<file path="src/rtl/median_pkg.sv">
// rtl/median_pkg.sv - shared state encoding and default geometry for the median frame collector
package median_pkg;

  typedef enum logic [1:0] {
    ST_COLLECT = 2'd0,
    ST_FULL    = 2'd1,
    ST_READOUT = 2'd2
  } state_e;

  localparam int DEF_OUT_WIDTH  = 6;
  localparam int DEF_OUT_HEIGHT = 6;
  localparam int ADDR_W = $clog2(DEF_OUT_WIDTH * DEF_OUT_HEIGHT);
  localparam int X_W    = $clog2(DEF_OUT_WIDTH);
  localparam int Y_W    = $clog2(DEF_OUT_HEIGHT);

endpackage

</file>
<file path="src/rtl/frame_raster_counter.sv">
// rtl/frame_raster_counter.sv - raster x/y counter with clear, enable, wrap and last-pixel flag
module frame_raster_counter #(
  parameter int COLS = 6,
  parameter int ROWS = 6,
  parameter int XW   = $clog2(COLS),
  parameter int YW   = $clog2(ROWS)
) (
  input  logic          clk,
  input  logic          rst,
  input  logic          clr,
  input  logic          en,
  output logic [XW-1:0] x,
  output logic [YW-1:0] y,
  output logic          last
);

  logic x_end, y_end;

  assign x_end = (x == XW'(COLS - 1));
  assign y_end = (y == YW'(ROWS - 1));
  assign last  = x_end && y_end;

  always_ff @(posedge clk) begin
    if (rst || clr) begin
      x <= '0;
      y <= '0;
    end else if (en) begin
      if (x_end) begin
        x <= '0;
        y <= y_end ? '0 : y + 1'b1;
      end else begin
        x <= x + 1'b1;
      end
    end
  end

endmodule

</file>
<file path="src/rtl/median_frame_collector.sv">
// rtl/median_frame_collector.sv - captures one filtered frame into a buffer and streams it to a reader
module median_frame_collector
  import median_pkg::*;
#(
  parameter int OUT_WIDTH       = DEF_OUT_WIDTH,
  parameter int OUT_HEIGHT      = DEF_OUT_HEIGHT,
  parameter int PIXEL_WIDTH     = 8,
  parameter int FRAME_CNT_WIDTH = 8
) (
  input  logic                          clk,
  input  logic                          rst,
  input  logic                          pix_valid,
  input  logic [PIXEL_WIDTH-1:0]        pix_data,
  input  logic                          flush,
  input  logic                          rd_start,
  input  logic                          rd_ready,
  output logic                          rd_valid,
  output logic [PIXEL_WIDTH-1:0]        rd_data,
  output logic [$clog2(OUT_WIDTH)-1:0]  rd_x,
  output logic [$clog2(OUT_HEIGHT)-1:0] rd_y,
  output logic                          rd_last,
  output logic                          frame_ready,
  output logic                          overflow,
  output logic [FRAME_CNT_WIDTH-1:0]    frame_count
);

  localparam int XW    = $clog2(OUT_WIDTH);
  localparam int YW    = $clog2(OUT_HEIGHT);
  localparam int DEPTH = OUT_WIDTH * OUT_HEIGHT;
  localparam int AW    = $clog2(DEPTH);

  state_e state_q, state_d;

  logic          wr_en, wr_clr, wr_last;
  logic          rd_clr, rd_adv, rd_load, rd_at_last;
  logic          drop, done, hs;
  logic [XW-1:0] wr_x;
  logic [YW-1:0] wr_y;
  logic [AW-1:0] wr_addr, rd_addr;

  logic [PIXEL_WIDTH-1:0] mem [DEPTH];

  function automatic logic [AW-1:0] raster_addr(input logic [XW-1:0] x, input logic [YW-1:0] y);
    return AW'(y) * AW'(OUT_WIDTH) + AW'(x);
  endfunction

  frame_raster_counter #(.COLS(OUT_WIDTH), .ROWS(OUT_HEIGHT), .XW(XW), .YW(YW)) u_wr_cnt (
    .clk  (clk),
    .rst  (rst),
    .clr  (wr_clr),
    .en   (wr_en),
    .x    (wr_x),
    .y    (wr_y),
    .last (wr_last)
  );

  frame_raster_counter #(.COLS(OUT_WIDTH), .ROWS(OUT_HEIGHT), .XW(XW), .YW(YW)) u_rd_cnt (
    .clk  (clk),
    .rst  (rst),
    .clr  (rd_clr),
    .en   (rd_adv),
    .x    (rd_x),
    .y    (rd_y),
    .last (rd_at_last)
  );

  assign wr_addr     = raster_addr(wr_x, wr_y);
  assign rd_addr     = raster_addr(rd_x, rd_y);
  assign hs          = rd_valid && rd_ready;
  assign rd_last     = rd_valid && rd_at_last;
  assign frame_ready = (state_q != ST_COLLECT);

  always_ff @(posedge clk) begin
    if (rst) state_q <= ST_COLLECT;
    else     state_q <= state_d;
  end

  // flush overrides everything; a pixel arriving with it is discarded silently
  always_comb begin
    state_d = state_q;
    wr_en   = 1'b0;
    wr_clr  = 1'b0;
    rd_clr  = 1'b0;
    rd_load = 1'b0;
    rd_adv  = 1'b0;
    drop    = 1'b0;
    done    = 1'b0;
    if (flush) begin
      state_d = ST_COLLECT;
      wr_clr  = 1'b1;
      rd_clr  = 1'b1;
    end else begin
      case (state_q)
        ST_COLLECT: begin
          if (pix_valid) begin
            wr_en = 1'b1;
            if (wr_last) state_d = ST_FULL;
          end
        end
        ST_FULL: begin
          drop = pix_valid;
          if (rd_start) begin
            state_d = ST_READOUT;
            rd_clr  = 1'b1;
            rd_load = 1'b1;
          end
        end
        ST_READOUT: begin
          drop = pix_valid;
          if (hs) begin
            if (rd_at_last) begin
              done    = 1'b1;
              state_d = ST_COLLECT;
              wr_clr  = 1'b1;
              rd_clr  = 1'b1;
            end else begin
              rd_adv = 1'b1;
            end
          end
        end
        default: state_d = ST_COLLECT;
      endcase
    end
  end

  always_ff @(posedge clk) begin
    if (wr_en) mem[wr_addr] <= pix_data;
  end

  // raster order makes the next pixel simply the following address
  always_ff @(posedge clk) begin
    if (rst) begin
      rd_valid    <= 1'b0;
      rd_data     <= '0;
      overflow    <= 1'b0;
      frame_count <= '0;
    end else begin
      if (drop) overflow <= 1'b1;
      if (done) frame_count <= frame_count + 1'b1;
      if (flush || done) rd_valid <= 1'b0;
      else if (rd_load)  rd_valid <= 1'b1;
      if (rd_load)     rd_data <= mem[0];
      else if (rd_adv) rd_data <= mem[rd_addr + 1'b1];
    end
  end

endmodule

</file>
<file path="config.mk">
export PLATFORM = sky130hd
export DESIGN_NAME = median_frame_collector
export DESIGN_NICKNAME = d
export VERILOG_FILES = /design/src/rtl/median_pkg.sv /design/src/rtl/frame_raster_counter.sv /design/src/rtl/median_frame_collector.sv
export SDC_FILE = /design/constraint.sdc
export NUM_CORES = 1
export LEC_CHECK = 0
export BUFFER_PORTS_ARGS = -buffer_cell sky130_fd_sc_hd__buf_2
export CAP_MARGIN = 5
export CORE_ASPECT_RATIO = 1.75
export CORE_UTILIZATION = 61
export CTS_BUF_LIST = sky130_fd_sc_hd__clkbuf_4 sky130_fd_sc_hd__clkbuf_8
export CTS_CLUSTER_DIAMETER = 60
export CTS_CLUSTER_SIZE = 24
export DETAILED_ROUTE_END_ITERATION = 8
export PLACE_DENSITY = 0.75
export SYNTH_ARGS = -nofsm -noshare
export SYNTH_HDL_FRONTEND = slang
export SYNTH_SLANG_ARGS = --single-unit
</file>
<file path="constraint.sdc">
create_clock -name clk -period 3 [get_ports clk]
set_input_delay 0.9 -clock clk [delete_from_list [all_inputs] [get_ports clk]]
set_output_delay 0.9 -clock clk [all_outputs]
set_load 0.005 [all_outputs]
</file>
Word level (Yosys, flattened, before mapping). Memories as Yosys holds them, arrays and structs flattened. Index checks and enable logic that the tools add are counted. W data, S select, Z words.

Register bits: 32. RAM bits: 288. Output and inout port bits: 26. Word-level logic and storage cells: 80. Memories kept: 1.

Memories: mem (depth 36, width 8, rd ports 2, clocked after Yosys merged registers in 0, write ports 1, RTL line median_frame_collector.sv:41) `logic [PIXEL_WIDTH-1:0] mem [DEPTH];`.

Add/sub/neg operators: 8. Multipliers: 2. Equality and inequality tests: 11. Multiplexer cells: 33. Reduce and logical (&&, ||, !) cells: 16.

Operators with widths (number): $mux W1 (20); $mux W8 (2); $add A3 B1 Y3 const B (4); $add A6 B3 Y6 (2); $eq A3 B3 Y1 const B (4); $mux W3 (4); $mul A3 B2 Y5 const B (2); $mux W2 (5); $add A8 B1 Y8 const B (1); $ne A2 B2 Y1 const B (4); $add A6 B1 Y6 const B (1); $pmux W2 S3 (1); $reduce_or A2 Y1 (3); $reduce_and A5 Y1 (1); $logic_and A1 B1 Y1 (4); $reduce_and A2 Y1 (2); $reduce_bool A2 Y1 (2); $logic_or A1 B1 Y1 (3); $eq A2 B1 Y1 const B (1); $eq A2 B2 Y1 const B (1); $logic_not A2 Y1 (1); $ne A2 B1 Y1 const B (1); $pmux W1 S2 (1).

Logic depth before layout (Yosys ltp). Gate-level depths: netlist of run 1.

Depth in word-level cells: 8. Mapped depth: 11.

Hierarchy. A second synthesis of run 1 with hierarchy kept.

Cells, all modules: 766. Area, all modules: 13220.2 um2.

By module, submodules not included: median_frame_collector (instances 1, cells an instance 710, area an instance 12674.7 um2); frame_raster_counter (instances 2, cells an instance 28, area an instance 272.8 um2).

Worst setup path before layout of run 1. Ideal clock, no wire load.

Path kind: register to register. Start: register u_rd_cnt.x[0]. End: register rd_data[1]. Data arrival time: 2.641 ns. Path slack: 0.226 ns. Cell stages (with the launch flop): 12. Path buffers: 5. Cells stage by stage: dfxtp_1 > buf_6 > buf_6 > inv_1 > fa_1 > buf_2 > buf_2 > clkbuf_1 > mux4_2 > mux2i_1 > o22a_1 > a41oi_1.

Word-level cells in the longest chain between the ends: 7. Elaborated cells on any way between the ends: 12.

Ends and longest elaborated chain: start: declaration (RTL line frame_raster_counter.sv:12) `output logic [XW-1:0] x,`; start signal: assignment (RTL line frame_raster_counter.sv:32) `x <= x + 1'b1;`; branches (longest 7 deep; another with $mem_v2 Z36 W8); end signal: assignment (RTL line median_frame_collector.sv:142) `if (rd_load) rd_data <= mem[0];`; end signal: assignment (RTL line median_frame_collector.sv:143) `else if (rd_adv) rd_data <= mem[rd_addr + 1'b1];`; end: declaration (RTL line median_frame_collector.sv:18) `output logic [PIXEL_WIDTH-1:0] rd_data,`.

Parallel ways; which one is timed is not known. The select of a mux whose other input is x is not followed. A chain may end at the register's enable or synchronous reset.

Worst setup path after layout of run 1.
Start: register u_rd_cnt.y[1]. End: register rd_data[6].

Word-level cells in the longest chain between the ends: 7. Elaborated cells on any way between the ends: 13.

Ends and longest elaborated chain: start: declaration (RTL line frame_raster_counter.sv:13) `output logic [YW-1:0] y,`; start signal: assignment (RTL line frame_raster_counter.sv:30) `y <= y_end ? '0 : y + 1'b1;`; branches (longest 7 deep; another with $mem_v2 Z36 W8).

Parallel ways; which one is timed is not known. The select of a mux whose other input is x is not followed.

==> results of run 1 <==
flip-flops by register name (all words and copies together) (netlist names), 2 cells and up:
name	flops
rd_data	8
u_wr_cnt.y	3
u_wr_cnt.x	3
mem	288
frame_count	8
state_q	2
u_rd_cnt.y	3
u_rd_cnt.x	3
power by group:
group	switching [mW]	internal, mW
registers	0.00455	4.85
logic	0.0916	0.0126
clock network	1.25	0.622
total	1.34	5.49
layer usage:
metal  vias to the layer above  global-route usage [%]  share of wire (%)
met3                        84                    2.82                5.5
met1                      3608                    32.9                 36
met4                         0                    14.2                5.6
met5                         -                       0                  0
li1                       3185                       -                  -
met2                       320                    48.7                 53
how the worst max path moves through the flow:
stage / slack [ps] / endpoint / startpoint / cells after the start
final: 180 / rd_data[6] / u_rd_cnt.y[1] / 11
after global routing: -90 / mem[4][7] / u_wr_cnt.y[1] / 10
after CTS: 60 / rd_data[1] / u_rd_cnt.y[1] / 11
after detailed placement: 80 / rd_data[1] / u_rd_cnt.y[1] / 11
after global placement: 240 / rd_data[1] / u_rd_cnt.y[1] / 11
after floorplan: 230 / rd_data[1] / u_rd_cnt.x[0] / 11
cells in the mapped netlist (all sizes together), types with 8 or more instances:
cell | number | area share (%)
xnor2 | 12 | 0.99
a22oi | 16 | 0.90
mux4 | 56 | 9.5
o21a | 8 | 0.45
inv | 15 | 0.42
o21ai | 9 | 0.37
nand2 | 30 | 0.86
buf | 21 | 1.2
edfxtp | 288 | 65
nand3 | 26 | 1.0
dfxtp | 32 | 4.8
a21oi | 29 | 1.1
mux2 | 8 | 0.68
xor2 | 9 | 0.65
mux2i | 55 | 4.1
clkbuf | 8 | 0.23
ha | 18 | 1.7
nor2 | 78 | 2.2
timing repair:
action / in CTS / in global routing
endpoints found under the setup margin: 1 / 106
endpoints found under the hold margin: 0 / 0
gates cloned: 1 / 0
pin swaps: 0 / 1
resized for setup: 1 / 2
hold buffers: 0 / 0
buffers inserted: 0 / 1
layout make-up:
| cell class | instances | area [um^2] |
|---|---|---|
| well taps | 292 | 365 |
| fillers | 1476 | 6960 |
| flip-flops and latches | 320 | 9290 |
| repair buffers | 90 | 686 |
| clock inverters | 5 | 32.5 |
| inverters | 15 | 56.3 |
| clock buffers | 23 | 279 |
| multi-input cells | 415 | 3820 |
cells by family (layout without fill, tap and decap cells):
family                   after synthesis  after routing  synth area share (%)
AND/OR/NAND/NOR                      169            169                  5.97
flip-flops                           320            320                  69.7
buffers and inverters                 44            133                  1.85
XOR/XNOR                              21             21                  1.63
adder cells (fa/ha/maj)               22             22                  2.29
AO/OA/AOI/OAI                         84             84                  4.31
multiplexers                         119            119                  14.3
worst reg2reg max path, cell delays in order (launching register included):
cell,delay (ps)
dfxtp_1,400
inv_1,120
ha_1,290
inv_1,90
ha_2,340
xnor2_4,310
buf_12,200
mux2i_1,290
a22oi_1,130
nand2_1,150
o31ai_2,80
o32a_1,350
==> impl_metrics.py, run 1 <==
metrics = {
    "critical_path": {
        "path_cells": "inv_1 -> ha_1 -> inv_1 -> ha_2 -> xnor2_4 -> buf_12 -> mux2i_1 -> a22oi_1 -> nand2_1 -> o31ai_2 -> o32a_1",
        "critPathTopFamily": "adder cells",
        "path_max_fanout": 11,
        "worst_ep_arrival_time_ps": 3290,
        "cp_num_buf_inv": 3,
        "worstSetupPathType": "register to register",
        "reg2reg_depth": 11,
        "worst_setup_path_end_kind": "register",
        "startpoint_type": "register",
        "cpMostUsedCell": "inv_1",
        "rr_startpoint": "u_rd_cnt.y[1]",
        "timing.rr.end": "rd_data[6]",
        "max_stage_delay_ps": 400,
        "rrSetupSlack_ps": 180,
        "crit_required_ps": 3470,
        "slowest_stage": "dfxtp_1",
    },
    "grt": {
        "grt_pass1_vias": 7559,
        "grt-ovfl-total": 0,
        "grt.total_usage_pct": 27.4,
        "antenna_found_initial": 0,
        "grt_max_degree": 40,
        "grt_pass1_wl_um": 44200,
    },
    "floorplanning": {
        "rows": 71,
        "dieArea_um2": 22500,
        "die-width_um": 114,
        "coreArea_um2": 21500,
        "io-pin-count": 40,
        "die_h_um": 198,
        "start_util_pct": 62.0,
    },
    "hold_path": {
        "min_from": "overflow",
        "hold_class": "register to register",
        "hold_depth": 2,
        "hold_path_end": "overflow",
    },
    "synth": {
        "synth_flop_cell": "edfxtp_1",
        "async_flop_share_pct": 0,
        "syn_area_per_cell_um2": 17.1,
        "ys_ff_latch": 320,
        "synth_cell_types": 58,
        "synth_nets": 815,
        "synthCells": 779,
        "ys_warn_count": 0,
        "ys_seq_area_share_pct": 69.7,
        "synth-edff-count": 288,
        "netlist_area_um2": 13300,
    },
    "cells_and_area": {
        "final_cells": 1160,
        "nets": 895,
        "final_common_cell": "edfxtp_1",
        "post-route-util_pct": 67.6,
        "most-common-layout-cells": "288 x edfxtp_1, 77 x nor2_1, 56 x mux4_2",
        "layout-drive-gt1-share_pct": 22.9,
        "fin_area_um2": 14500,
        "area_delta_synth_final_pct": 9.03,
        "antenna_cells": 0,
    },
    "clocking": {
        "h-tree-depth": 1,
        "cts_sinks": 320,
        "clockBufferDepth": 3,
        "cts_tree": "yes",
        "cts-root-buf": "clkbuf_8",
        "clk_pin_slew_ps": 140,
        "insertion_delay_ps": 560,
        "cts_made_buffers": 17,
    },
    "sta": {
        "layout_worst_path_cycle_share_pct": 94.0,
        "max_freq_ghz": 0.354,
        "rsz0062_at_grt": "true",
        "maxSlewHeadroom_pct": 47.2,
        "worstMarginPinSlew_ps": 793,
        "hold_viol": 0,
        "period_minus_slack_ps": 2820,
        "fin_ws_ps": 179,
        "skew_ps": 46.9,
        "setup_viol": 0,
        "holdWs_ps": 529,
        "setup_tns_ps": 0,
        "finalMaxSlewViolations": 0,
    },
    "placed_design": {
        "place_ws_ps": 78.7,
        "place_inst": 1130,
        "placed_area_um2": 14200,
        "place.gp.congestion": 0.963,
        "hpwl_um": 19800,
        "port_buffers": 39,
    },
    "power": {
        "ir_drop_uv": 443,
        "power_density_nw_per_um2": 470,
        "p_total_mw": 6.83,
        "p_leak_nw": 4.66,
    },
    "route": {
        "drc": 0,
        "avgRoutedWirePerCell_um": 25.1,
        "firstDrtPassIters": 6,
        "wl_um": 29100,
        "drt-initial-drc-count": 794,
        "vias": 7197,
        "ant_nets": 0,
        "vias_per_cell": 6.20,
    },
    "run_status": {
        "outcome": "complete, no violations",
    },
    "run": {
        "maxCapViolations": 0,
    },
}
No activity file was read; power rests on OpenSTA's default activity.
==> run 2: changes to the inputs <==
--- a/config.mk
+++ b/config.mk
@@ -5,6 +5,7 @@
 export SDC_FILE = /design/constraint.sdc
 export NUM_CORES = 1
 export LEC_CHECK = 0
+export ABC_AREA = 1
 export BUFFER_PORTS_ARGS = -buffer_cell sky130_fd_sc_hd__buf_2
 export CAP_MARGIN = 5
 export CORE_ASPECT_RATIO = 1.75
==> run 2 against run 1 <==
Net effect:
- via count up 43%
- first-iteration DRC count down 1.4%
- sequential share of layout area down 4.1 points
- final cell count up 59%
- final area up 6.9%
- synthesized cell count up 90%
- register-to-register slack worse by 30 ps
- die area up 8.0%
==> impl_metrics.py, run 2 <==
metrics = {
    "run_status": {
        "outcome": "complete, no violations",
    },
    "synth": {
        "ys_seq_area_share_pct": 64.5,
        "synth_top_area_share_pct": 60.0,
        "synth_top_cell_by_area": "edfxtp_1",
        "syn_area_per_cell_um2": 9.75,
        "synth_most_common_cell": "nand2_1",
        "synth-edff-count": 288,
        "synthTopCellsByCount": "481 x nand2_1, 288 x edfxtp_1, 224 x inv_1, 187 x nand3_1, 70 x nor2_1",
        "synthCells": 1478,
        "synth_flop_cell": "edfxtp_1",
        "ys_ff_latch": 320,
        "synth_cell_types": 34,
        "ys_warn_count": 0,
        "netlist_area_um2": 14400,
        "synth_nets": 1514,
        "synth_area_leaders": "edfxtp_1 60%, nand2_1 13%, nand3_1 6.5%",
        "async_flop_share_pct": 0,
    },
    "critical_path": {
        "worst_setup_path_end_kind": "register",
        "reg2reg_depth": 9,
        "rr_startpoint": "u_rd_cnt.x[0]",
        "worstSetupPathType": "register to register",
        "worst_ep_arrival_time_ps": 3370,
        "timing.rr.end": "rd_data[1]",
        "rrSetupSlack_ps": 150,
        "path_max_fanout": 48,
        "startpoint_type": "register",
        "crit_required_ps": 3520,
    },
    "sta": {
        "layout_worst_path_cycle_share_pct": 95.0,
        "hold_viol": 0,
        "setup_viol": 0,
        "finalMaxSlewViolations": 0,
        "period_minus_slack_ps": 2850,
        "skew_ps": 39.9,
        "max_freq_ghz": 0.351,
        "worstMarginPinSlew_ps": 966,
        "holdWs_ps": 478,
        "setup_tns_ps": 0,
        "rsz0062_at_grt": "false",
        "maxSlewHeadroom_pct": 35.6,
    },
    "grt": {
        "antenna_found_initial": 0,
        "grt_pass1_vias": 9993,
        "grt-ovfl-total": 0,
        "grt_max_degree": 76,
        "grt_pass1_wl_um": 53900,
        "grt.total_usage_pct": 30.2,
    },
    "placed_design": {
        "place.gp.congestion": 0.968,
        "port_buffers": 39,
        "hpwl_um": 23500,
    },
    "power": {
        "p_leak_nw": 6.67,
        "p_total_mw": 6.95,
        "ir_drop_uv": 563,
        "power_density_nw_per_um2": 447,
    },
    "route": {
        "vias": 10300,
        "wl_um": 35300,
        "firstDrtPassIters": 6,
        "avgRoutedWirePerCell_um": 19.1,
        "vias_per_cell": 5.59,
        "drc": 0,
        "drt-initial-drc-count": 783,
        "ant_nets": 0,
    },
    "floorplanning": {
        "rows": 74,
        "die-width_um": 118,
        "die_h_um": 205,
        "start_util_pct": 62.0,
        "coreArea_um2": 23200,
        "dieArea_um2": 24300,
        "io-pin-count": 40,
    },
    "hold_path": {
        "min_from": "frame_count[7]",
        "hold_class": "register to register",
        "hold_depth": 2,
        "hold_path_end": "frame_count[7]",
    },
    "cells_and_area": {
        "layout-drive-gt1-share_pct": 9.33,
        "seq_area_um2": 9290,
        "antenna_cells": 0,
        "nets": 1568,
        "n_fill_cell": 1784,
        "most-common-layout-cells": "479 x nand2_1, 288 x edfxtp_1, 224 x inv_1",
        "largest_reg_flops": 288,
        "largest_register": "mem",
        "final_common_cell": "nand2_1",
        "area_delta_synth_final_pct": 7.81,
        "top_regs": "mem x288, frame_count x8, rd_data x8",
        "multi_input_area_um2": 3970,
    },
    "clocking": {
        "clk_pin_slew_ps": 140,
        "cts_tree": "yes",
        "cts-root-buf": "clkbuf_8",
        "cts_made_buffers": 17,
        "cts_sinks": 320,
        "insertion_delay_ps": 580,
        "clockBufferDepth": 3,
        "h-tree-depth": 1,
    },
    "run": {
        "maxCapViolations": 0,
    },
}
[run 2: cell count changes in the layout (fill, tap and decap cells not counted), moves of 8 or more]
cell     delta
inv_1     +209
mux2i_1    -55
nand3_1   +162
nand2_1   +450
xnor2_1     -8
o21ai_0    +38
mux2_2      -8
a22oi_1    -16
mux4_2     -56
[run 2: worst max-delay path by stage]
| stage | to | startpoint |
|---|---|---|
| finish | rd_data[1] | u_rd_cnt.x[0] |
| global route | rd_data[0] | u_rd_cnt.y[1] |
| CTS | mem[21][1] | u_wr_cnt.y[1] |
| detailed placement | mem[21][1] | u_wr_cnt.y[1] |
| global placement | mem[21][4] | u_wr_cnt.y[1] |
| floorplan | mem[4][0] | u_wr_cnt.y[1] |
[run 2: area by class of cell]
cell class,instances,area share [%]
Multi-Input combinational cell,868,25.6
Inverter,231,5.62
Clock buffer,28,2.04
Timing Repair Buffer,94,4.36
Tap cell,304,2.45
Clock inverter,2,0.153
Sequential cell,320,59.8
[run 2: cell families (layout without fill, tap and decap cells)]
kind of cell,count (synthesis),after routing,share of synthesized area (%)
XOR/XNOR,9,9,0.703
adder cells (fa/ha/maj),22,22,2.12
buffers and inverters,290,355,8.04
AO/OA/AOI/OAI,87,87,3.24
AND/OR/NAND/NOR,750,750,21.4
flip-flops,320,320,64.5
[run 2: what timing repair did]
item                       CTS  global route
resized for setup            1             4
setup endpoints to repair    1            42
buffers inserted             0             0
gates cloned                 1             0
hold endpoints to repair     0             0
hold buffers                 0             0
[run 2: stage by stage]
stage | instances | setup slack (ps) | util [%] | cell area, um^2
after floorplan | 1478 | 471 | - | 14400
after global placement | 1816 | 253 | 65.2 | 15100
after detailed placement | 1816 | 174 | 65.2 | 15100
after CTS | 1847 | 133 | 66.8 | 15500
after global routing | 1847 | 14.5 | 66.9 | 15500
final | 1847 | 151 | 66.9 | 15500
[run 2: critical path, stage by stage (launching register included)]
cell	delay, ps
dfxtp_4	430
inv_4	110
fa_2	640
buf_4	470
o21ai_0	230
o22ai_1	420
o21ai_0	170
inv_1	100
nand2_1	60
a21oi_1	130
[run 2: power by group]
part / total, mW / internal [mW] / switching [mW]
registers: 4.85 / 4.85 / 0.00226
clock network: 1.96 / 0.694 / 1.27
logic: 0.133 / 0.0201 / 0.112
total: 6.95 / 5.57 / 1.38
[run 2: metal layers]
metal	global-route usage [%]	routed length [um]
met5	0	0
met1	34.5	12300
met2	54.1	18300
met3	2.16	2390
met4	20.7	2430
